--- config.mk ---
export PLATFORM = sky130hd
export DESIGN_NAME = serial_adder
export DESIGN_NICKNAME = d
export VERILOG_FILES = /design/src/rtl/serial_adder.sv
export SDC_FILE = /design/constraint.sdc
export NUM_CORES = 1
export LEC_CHECK = 0
export CELL_PAD_IN_SITES_DETAIL_PLACEMENT = 1
export CELL_PAD_IN_SITES_GLOBAL_PLACEMENT = 1
export CORE_ASPECT_RATIO = 0.7
export CORE_UTILIZATION = 42
export CTS_BUF_LIST = sky130_fd_sc_hd__clkbuf_16
export DETAILED_ROUTE_END_ITERATION = 12
export GPL_TIMING_DRIVEN = 0
export HOLD_SLACK_MARGIN = 0.15
export PLACE_DENSITY = 0.83
export SLEW_MARGIN = 20
export SYNTH_ARGS = -nofsm -noshare
export SYNTH_HDL_FRONTEND = slang
export SYNTH_SLANG_ARGS = --single-unit
--- constraint.sdc ---
create_clock -name clk -period 3.75 [get_ports clk]
set_input_delay 0.75 -clock clk [delete_from_list [all_inputs] [get_ports clk]]
set_output_delay 0.75 -clock clk [all_outputs]
set_load 0.01 [all_outputs]
--- src/rtl/serial_adder.sv ---
// Bit-serial adder: one full-adder cell walks the operands LSB first, one bit
// per clock, and publishes {cout,sum} when the last bit has been processed.
module serial_adder #(
    parameter int WIDTH = 8
) (
    input  logic             clk,
    input  logic             rst_n,
    input  logic             start,
    input  logic [WIDTH-1:0] a,
    input  logic [WIDTH-1:0] b,
    input  logic             cin,
    output logic             busy,
    output logic             done,
    output logic [WIDTH-1:0] sum,
    output logic             cout
);

    localparam int CNT_W = $clog2(WIDTH) + 1;
    localparam logic [CNT_W-1:0] LAST_BIT = CNT_W'(WIDTH - 1);

    typedef enum logic [1:0] {
        IDLE = 2'd0,
        RUN  = 2'd1,
        DONE = 2'd2
    } state_t;

    state_t             state_q, state_d;
    logic [WIDTH-1:0]   a_sh_q, a_sh_d;
    logic [WIDTH-1:0]   b_sh_q, b_sh_d;
    logic [WIDTH-1:0]   psum_q, psum_d;
    logic [WIDTH-1:0]   sum_q, sum_d;
    logic               carry_q, carry_d;
    logic               cout_q, cout_d;
    logic [CNT_W-1:0]   cnt_q, cnt_d;
    logic [1:0]         fa_s;

    // Returns {carry_out, sum_bit} of a single full-adder cell.
    function automatic logic [1:0] full_add(input logic x, input logic y, input logic c);
        return {(x & y) | ((x ^ y) & c), x ^ y ^ c};
    endfunction

    assign fa_s = full_add(a_sh_q[0], b_sh_q[0], carry_q);

    // Next-state and datapath update for the IDLE/RUN/DONE sequence.
    always_comb begin
        state_d = state_q;
        a_sh_d  = a_sh_q;
        b_sh_d  = b_sh_q;
        psum_d  = psum_q;
        sum_d   = sum_q;
        carry_d = carry_q;
        cout_d  = cout_q;
        cnt_d   = cnt_q;
        case (state_q)
            IDLE: begin
                if (start) begin
                    a_sh_d  = a;
                    b_sh_d  = b;
                    carry_d = cin;
                    psum_d  = '0;
                    cnt_d   = '0;
                    state_d = RUN;
                end else begin
                    state_d = IDLE;
                end
            end
            RUN: begin
                a_sh_d            = a_sh_q >> 1;
                b_sh_d            = b_sh_q >> 1;
                // Shift-then-set keeps this legal for WIDTH=1.
                psum_d            = psum_q >> 1;
                psum_d[WIDTH-1]   = fa_s[0];
                carry_d           = fa_s[1];
                cnt_d             = cnt_q + CNT_W'(1);
                if (cnt_q == LAST_BIT) begin
                    sum_d   = psum_d;
                    cout_d  = fa_s[1];
                    state_d = DONE;
                end else begin
                    state_d = RUN;
                end
            end
            DONE: begin
                state_d = IDLE;
            end
            default: begin
                state_d = IDLE;
            end
        endcase
    end

    // State and datapath registers, cleared asynchronously.
    always_ff @(posedge clk or negedge rst_n) begin
        if (!rst_n) begin
            state_q <= IDLE;
            a_sh_q  <= '0;
            b_sh_q  <= '0;
            psum_q  <= '0;
            sum_q   <= '0;
            carry_q <= 1'b0;
            cout_q  <= 1'b0;
            cnt_q   <= '0;
        end else begin
            state_q <= state_d;
            a_sh_q  <= a_sh_d;
            b_sh_q  <= b_sh_d;
            psum_q  <= psum_d;
            sum_q   <= sum_d;
            carry_q <= carry_d;
            cout_q  <= cout_d;
            cnt_q   <= cnt_d;
        end
    end

    assign busy = (state_q != IDLE);
    assign done = (state_q == DONE);
    assign sum  = sum_q;
    assign cout = cout_q;

endmodule

==> run summary, run 1 <==
Status -> complete, no violations
Violation count after the first detailed-routing iteration -> 40
CP endpoint -> busy
CP required -> 3.00 ns
Post-DRT Antenna Nets -> 0
Origin of the worst setup path -> state_q[1]
Fin worst setup slack -> 1.50 ns
H-tree Lvls -> 2
Switching pwr -> 0.661 mW
Power density over cell area -> 854 mW/mm^2
Clock share of power -> 21.5%
Layout cell share with drive strength beyond 1 -> 12.0%
Multi-input gate area -> 619 um^2
Reg clk slew, reported paths -> 0.05 ns
Yosys warning count -> 0
Row count -> 18
Clock tree sinks -> 39
Die width -> 76.7 um
Initial core utilization -> 45.2%
Mean Syn Cell Area -> 10.7 um^2
Initial antenna violation count -> 0
I/O Pins -> 31
CTS tree -> yes
Clock buffer depth -> 2
Crit-path slowest cell -> clkdlybuf4s50_1
Max_cap viols -> 0
DRC Markers -> 0
Crit path DAT -> 1.50 ns
Pre-antenna DRT Iters -> 4
Worst-path cell chain -> or2_2 -> clkdlybuf4s50_1
Final Instance Area -> 0.00216 mm^2
Post-synth net total -> 175
Layout area overhead -> 31.9%
ANT cells -> 0
Total grt overflow -> 0
Total track usage -> 23.1%
Pins Over Slew Limit -> 0
Post-Synthesis Cells -> 153
Final Critical Period -> 2.25 ns
Final non-filler cell total -> 242
Placement Cell Area -> 0.00202 mm^2
Most common cell in the netlist -> dfrtp_1
Die Y -> 54.3 um
Leak -> 0.989 nW
Final Cycle Share -> 60.1%
CTS Hold Buffers Added -> 0
Worst slew pin tran -> 0.599 ns
CP startpoint kind -> flop
Area leader, netlist -> dfrtp_1
Max incr delay on CP -> 0.48 ns
Number of synthesized register bits -> 39
Total negative slack -> 0 ns
# Post-CTS Setup Buffers -> 0
Post-layout util -> 59.6%
Maximum vdd drop -> 0.341 mV
First-pass GRT wire length -> 6.90 mm
Total Wirelength -> 4.09 mm
Nets@finish -> 213
Post-synth top area share -> 59.5%
Vias post-DR -> 1,298
Final GP Congestion -> 0.724
Final Hold Fails -> 0
Sw frac -> 35.8%
Resized Gates After CTS -> 0
R2R setup slack -> 2.01 ns
Clk_lat worst skew -> 0.28 ns
FF+latch area -> 976 um^2
Slew HR -> 60.0%
Synthesized cell area -> 0.00164 mm^2
Vias per cell -> 5.36
RSZ-0062 raised after global routing -> no
Placement Setup Slack -> 1.29 ns
Final HPWL DP -> 2.94 mm
Largest net degree at the start of global routing -> 25
FFs w/ async S/R, synth -> 100%
Drt wl/cell -> 16.9 um
HP Class -> in2async
Fillers -> 397
Internal -> 1.19 mW
F_max -> 0.444 GHz
Worst R2R Start -> state_q[1]
Synth unique cells -> 26
R2r endpoint -> sum[6]
Clk root buf -> clkbuf_16
Skew final -> 0.00310 ns
CP max FO -> 7
Main synth FF type -> dfrtp_1
Register share of total power -> 40.9%
Register area share after synthesis -> 59.5%
CTS Buf Count -> 5
Synth area leaders -> dfrtp_1 60%, nand2_1 7.8%, mux2_2 6.2%
Buffers added on ports -> 30
Commonest cells in the netlist -> 39 x dfrtp_1, 34 x nand2_1
Final setup fails -> 0
Logic pwr share -> 37.6%
Worst R2R Path Depth -> 4
Die area -> 0.00416 mm^2
Number of flops mapped to enable cells by yosys -> 0
# placed instances -> 234
CP endpoint kind -> primary output
Core Region -> 0.00363 mm^2
Vias in the first global route -> 1,418
CP Class -> reg2out
[registers in the layout (all words and copies together) (netlist names)]
register / flops
cnt_q: 4
state_q: 2
b_sh_q: 8
cout: 1
a_sh_q: 8
psum_q: 7
carry_q: 1
sum: 8
[cell families after synthesis]
logic type / share of synthesized area [%]
AO/OA/AOI/OAI: 8.09
buffers and inverters: 2.67
AND/OR/NAND/NOR: 20.9
multiplexers: 6.79
flip-flops: 59.5
adder cells (fa/ha/maj): 1.98
[worst max-delay path: cells and delay by family (launching register included)]
kind | cells | cell delay, ns
flops | 1 | 0.43
buf+inv | 1 | 0.48
simple gates | 1 | 0.31
[final cells by class]
type,count,area share (%)
well taps,50,2.89
flip-flops and latches,39,45.1
clock buffers,5,5.79
multi-input cells,105,28.6
repair buffers,31,14.9
clock inverters,3,0.579
plain buffers,9,2.03
[cells in the final DEF (no fill, tap or decap)]
master and instances:
nand2_1 34, nor3_4 1, nand3_1 10, inv_1 2, nor2_1 10, mux2i_1 1
nand4_1 1, o21ai_0 2, nand2b_1 1, clkinv_2 1, or2_2 1, or3b_1 1
nor3_1 10, clkdlybuf4s50_1 29, dfrtp_1 39, o21bai_1 2, a22oi_1 5, mux2_2 9
clkbuf_1 6, and2b_1 1, buf_2 3, a21o_1 1, o22ai_1 10, nor3b_2 1
ha_1 1, nor3b_1 1, buf_6 1, clkbuf_16 5, buf_16 1, fa_1 1
nor2b_1 1
[power by group through the flow]
stage	Clock [mW]	Sequential [mW]	Combinational, mW
final	0.396	0.755	0.695
after global routing	0.418	0.781	0.786
after CTS	0.402	0.757	0.707
after detailed placement	0	0.761	0.693
after global placement	0	0.737	0.655
after floorplan	0	0.736	0.429
[per-layer routing]
| layer | part of all wire [%] | up-vias | global-route usage (%) |
|---|---|---|---|
| met5 | 0 | - | 0 |
| met4 | 0.76 | 0 | 6.41 |
| met3 | 4.1 | 4 | 7.17 |
| met2 | 51 | 21 | 43.8 |
| met1 | 44 | 664 | 26.1 |
| li1 | - | 609 | - |
[metrics by stage]
stage	hold slack, ns	power (mW)
floorplan	0.446	1.16
global placement	0.460	1.39
detailed placement	0.471	1.45
CTS	0.409	1.87
global route	0.425	1.98
finish	0.393	1.85
[worst min-delay path by stage]
stage	to	slack, ns	cells past startpoint
after floorplan	a_sh_q[0]	0.45	0
after global placement	b_sh_q[2]	0.46	2
after detailed placement	b_sh_q[1]	0.47	2
after CTS	sum[1]	0.41	1
after global routing	sum[1]	0.43	1
final	sum[1]	0.39	1
(Power assumes the default switching activity.)
==> run 2, diff against run 1 <==
--- a/config.mk
+++ b/config.mk
@@ -8,12 +8,12 @@
 export CELL_PAD_IN_SITES_DETAIL_PLACEMENT = 1
 export CELL_PAD_IN_SITES_GLOBAL_PLACEMENT = 1
 export CORE_ASPECT_RATIO = 0.7
-export CORE_UTILIZATION = 42
+export CORE_UTILIZATION = 39
 export CTS_BUF_LIST = sky130_fd_sc_hd__clkbuf_16
 export DETAILED_ROUTE_END_ITERATION = 12
 export GPL_TIMING_DRIVEN = 0
 export HOLD_SLACK_MARGIN = 0.15
-export PLACE_DENSITY = 0.83
+export PLACE_DENSITY = 0.78
 export SLEW_MARGIN = 20
 export SYNTH_ARGS = -nofsm -noshare
 export SYNTH_HDL_FRONTEND = slang
==> constraint.sdc (replaced) <==
create_clock -name clk -period 2.1 [get_ports clk]
set_input_delay 0.42 -clock clk [delete_from_list [all_inputs] [get_ports clk]]
set_output_delay 0.42 -clock clk [all_outputs]
set_load 0.01 [all_outputs]
==> run summary, run 2 (synthesized netlist as in run 1, its figures left out) <==
Status -> complete, no violations
CP max FO -> 7
# Post-CTS Setup Buffers -> 0
Pins Over Slew Limit -> 0
Worst R2R Path Depth -> 4
Clk_lat worst skew -> 0.27 ns
Drt wl/cell -> 16.7 um
Die Y -> 56.2 um
Vias per cell -> 5.30
Vias post-DR -> 1,298
Nets@finish -> 214
Final Critical Period -> 1.92 ns
Final HPWL DP -> 2.86 mm
Violation count after the first detailed-routing iteration -> 79
Total Wirelength -> 4.10 mm
Layout cell share with drive strength beyond 1 -> 11.4%
Most common cell after layout, fill and taps aside -> dfrtp_1
Largest net degree at the start of global routing -> 21
Worst slew pin tran -> 0.588 ns
Worst-path cell chain -> or2_2 -> clkdlybuf4s50_1
CP endpoint kind -> primary output
CP Class -> reg2out
First-pass GRT wire length -> 7.17 mm
Power density over cell area -> 1520 mW/mm^2
DRC Markers -> 0
Final Hold Fails -> 0
Slew HR -> 60.7%
Skew final -> 0.00283 ns
Maximum vdd drop -> 0.578 mV
Clock tree sinks -> 39
Worst Hold Depth -> 2
Placement Cell Area -> 0.00203 mm^2
Total negative slack -> 0 ns
Post-layout util -> 54.7%
I/O Pins -> 31
Reg clk slew, reported paths -> 0.05 ns
ANT cells -> 0
Die width -> 79.5 um
HP Class -> reg2reg
Final setup fails -> 0
Crit-path slowest cell -> clkdlybuf4s50_1
Clk root buf -> clkbuf_16
F_max -> 0.521 GHz
Vias in the first global route -> 1,420
Buffers added on ports -> 30
Initial core utilization -> 41.3%
Crit path DAT -> 1.50 ns
Total track usage -> 21.7%
RSZ-0062 raised after global routing -> no
Layout area overhead -> 32.6%
CP startpoint kind -> flop
Final GP Congestion -> 0.734
Hold Slack -> 0.479 ns
CP required -> 1.68 ns
Die area -> 0.00447 mm^2
CTS tree -> yes
Core Region -> 0.00397 mm^2
Final Cycle Share -> 91.5%
Initial antenna violation count -> 0
Row count -> 19
CTS Buf Count -> 5
Final Instance Area -> 0.00217 mm^2
Total power -> 3.30 mW
Max_cap viols -> 0
Max incr delay on CP -> 0.48 ns
H-tree Lvls -> 2
Leak -> 0.987 nW
Most frequent cells in the layout -> 39 x dfrtp_1, 34 x nand2_1, 29 x clkdlybuf4s50_1
Post-DRT Antenna Nets -> 0
Pre-antenna DRT Iters -> 4
Clock buffer depth -> 2
Total grt overflow -> 0
## run 2: worst paths after layout
path,startpoint,end,slack [ns]
hold reg to reg,b_sh_q[2],b_sh_q[2],0.48
setup / recovery,state_q[1],busy,0.18
max in group asynchronous,rst_n,b_sh_q[0],0.99
setup reg to reg,state_q[1],sum[0],0.37
hold / removal,b_sh_q[2],b_sh_q[2],0.48
min in group asynchronous,rst_n,sum[6],0.64
## run 2: layout make-up
type	instances	area (um^2)
clock inverters	3	11.3
well taps	52	65.1
clock buffers	5	125
plain buffers	9	43.8
repair buffers	32	333
multi-input cells	105	619
flip-flops and latches	39	976
fillers	441	1800
## run 2: layer usage
| layer | GRT usage, % | up-vias | routed length (um) |
|---|---|---|---|
| li1 | - | 606 | - |
| met1 | 28.3 | 670 | 1860 |
| met2 | 36.8 | 17 | 2110 |
| met3 | 4.10 | 5 | 94 |
| met4 | 6.23 | 0 | 40 |
| met5 | 0 | - | 0 |
## run 2: repair_timing
action,4_1_cts,5_1_grt
hold buffers,1,0
setup endpoints to repair,0,0
resized for setup,0,0
endpoints found under the hold margin,19,0
## run 2: per-stage QoR
| step | std cells | worst slack (ns) |
|---|---|---|
| detailed placement | 236 | -0.0194 |
| global placement | 235 | -0.304 |
| CTS | 245 | 0.169 |
| floorplan | 153 | 0.579 |
| global route | 245 | 0.106 |
| finish | 245 | 0.179 |
## run 2: power breakdown
group	total [mW]	switching (mW)	internal, mW
Clock	0.696	0.269	0.427
Combinational	1.26	0.662	0.598
Sequential	1.34	0.246	1.10
Total	3.30	1.18	2.12
## run 2: critical path: cells and delay by family (launching register included)
family / cells / cell delay [ns]
buf+inv: 1 / 0.48
flops: 1 / 0.43
simple gates: 1 / 0.31
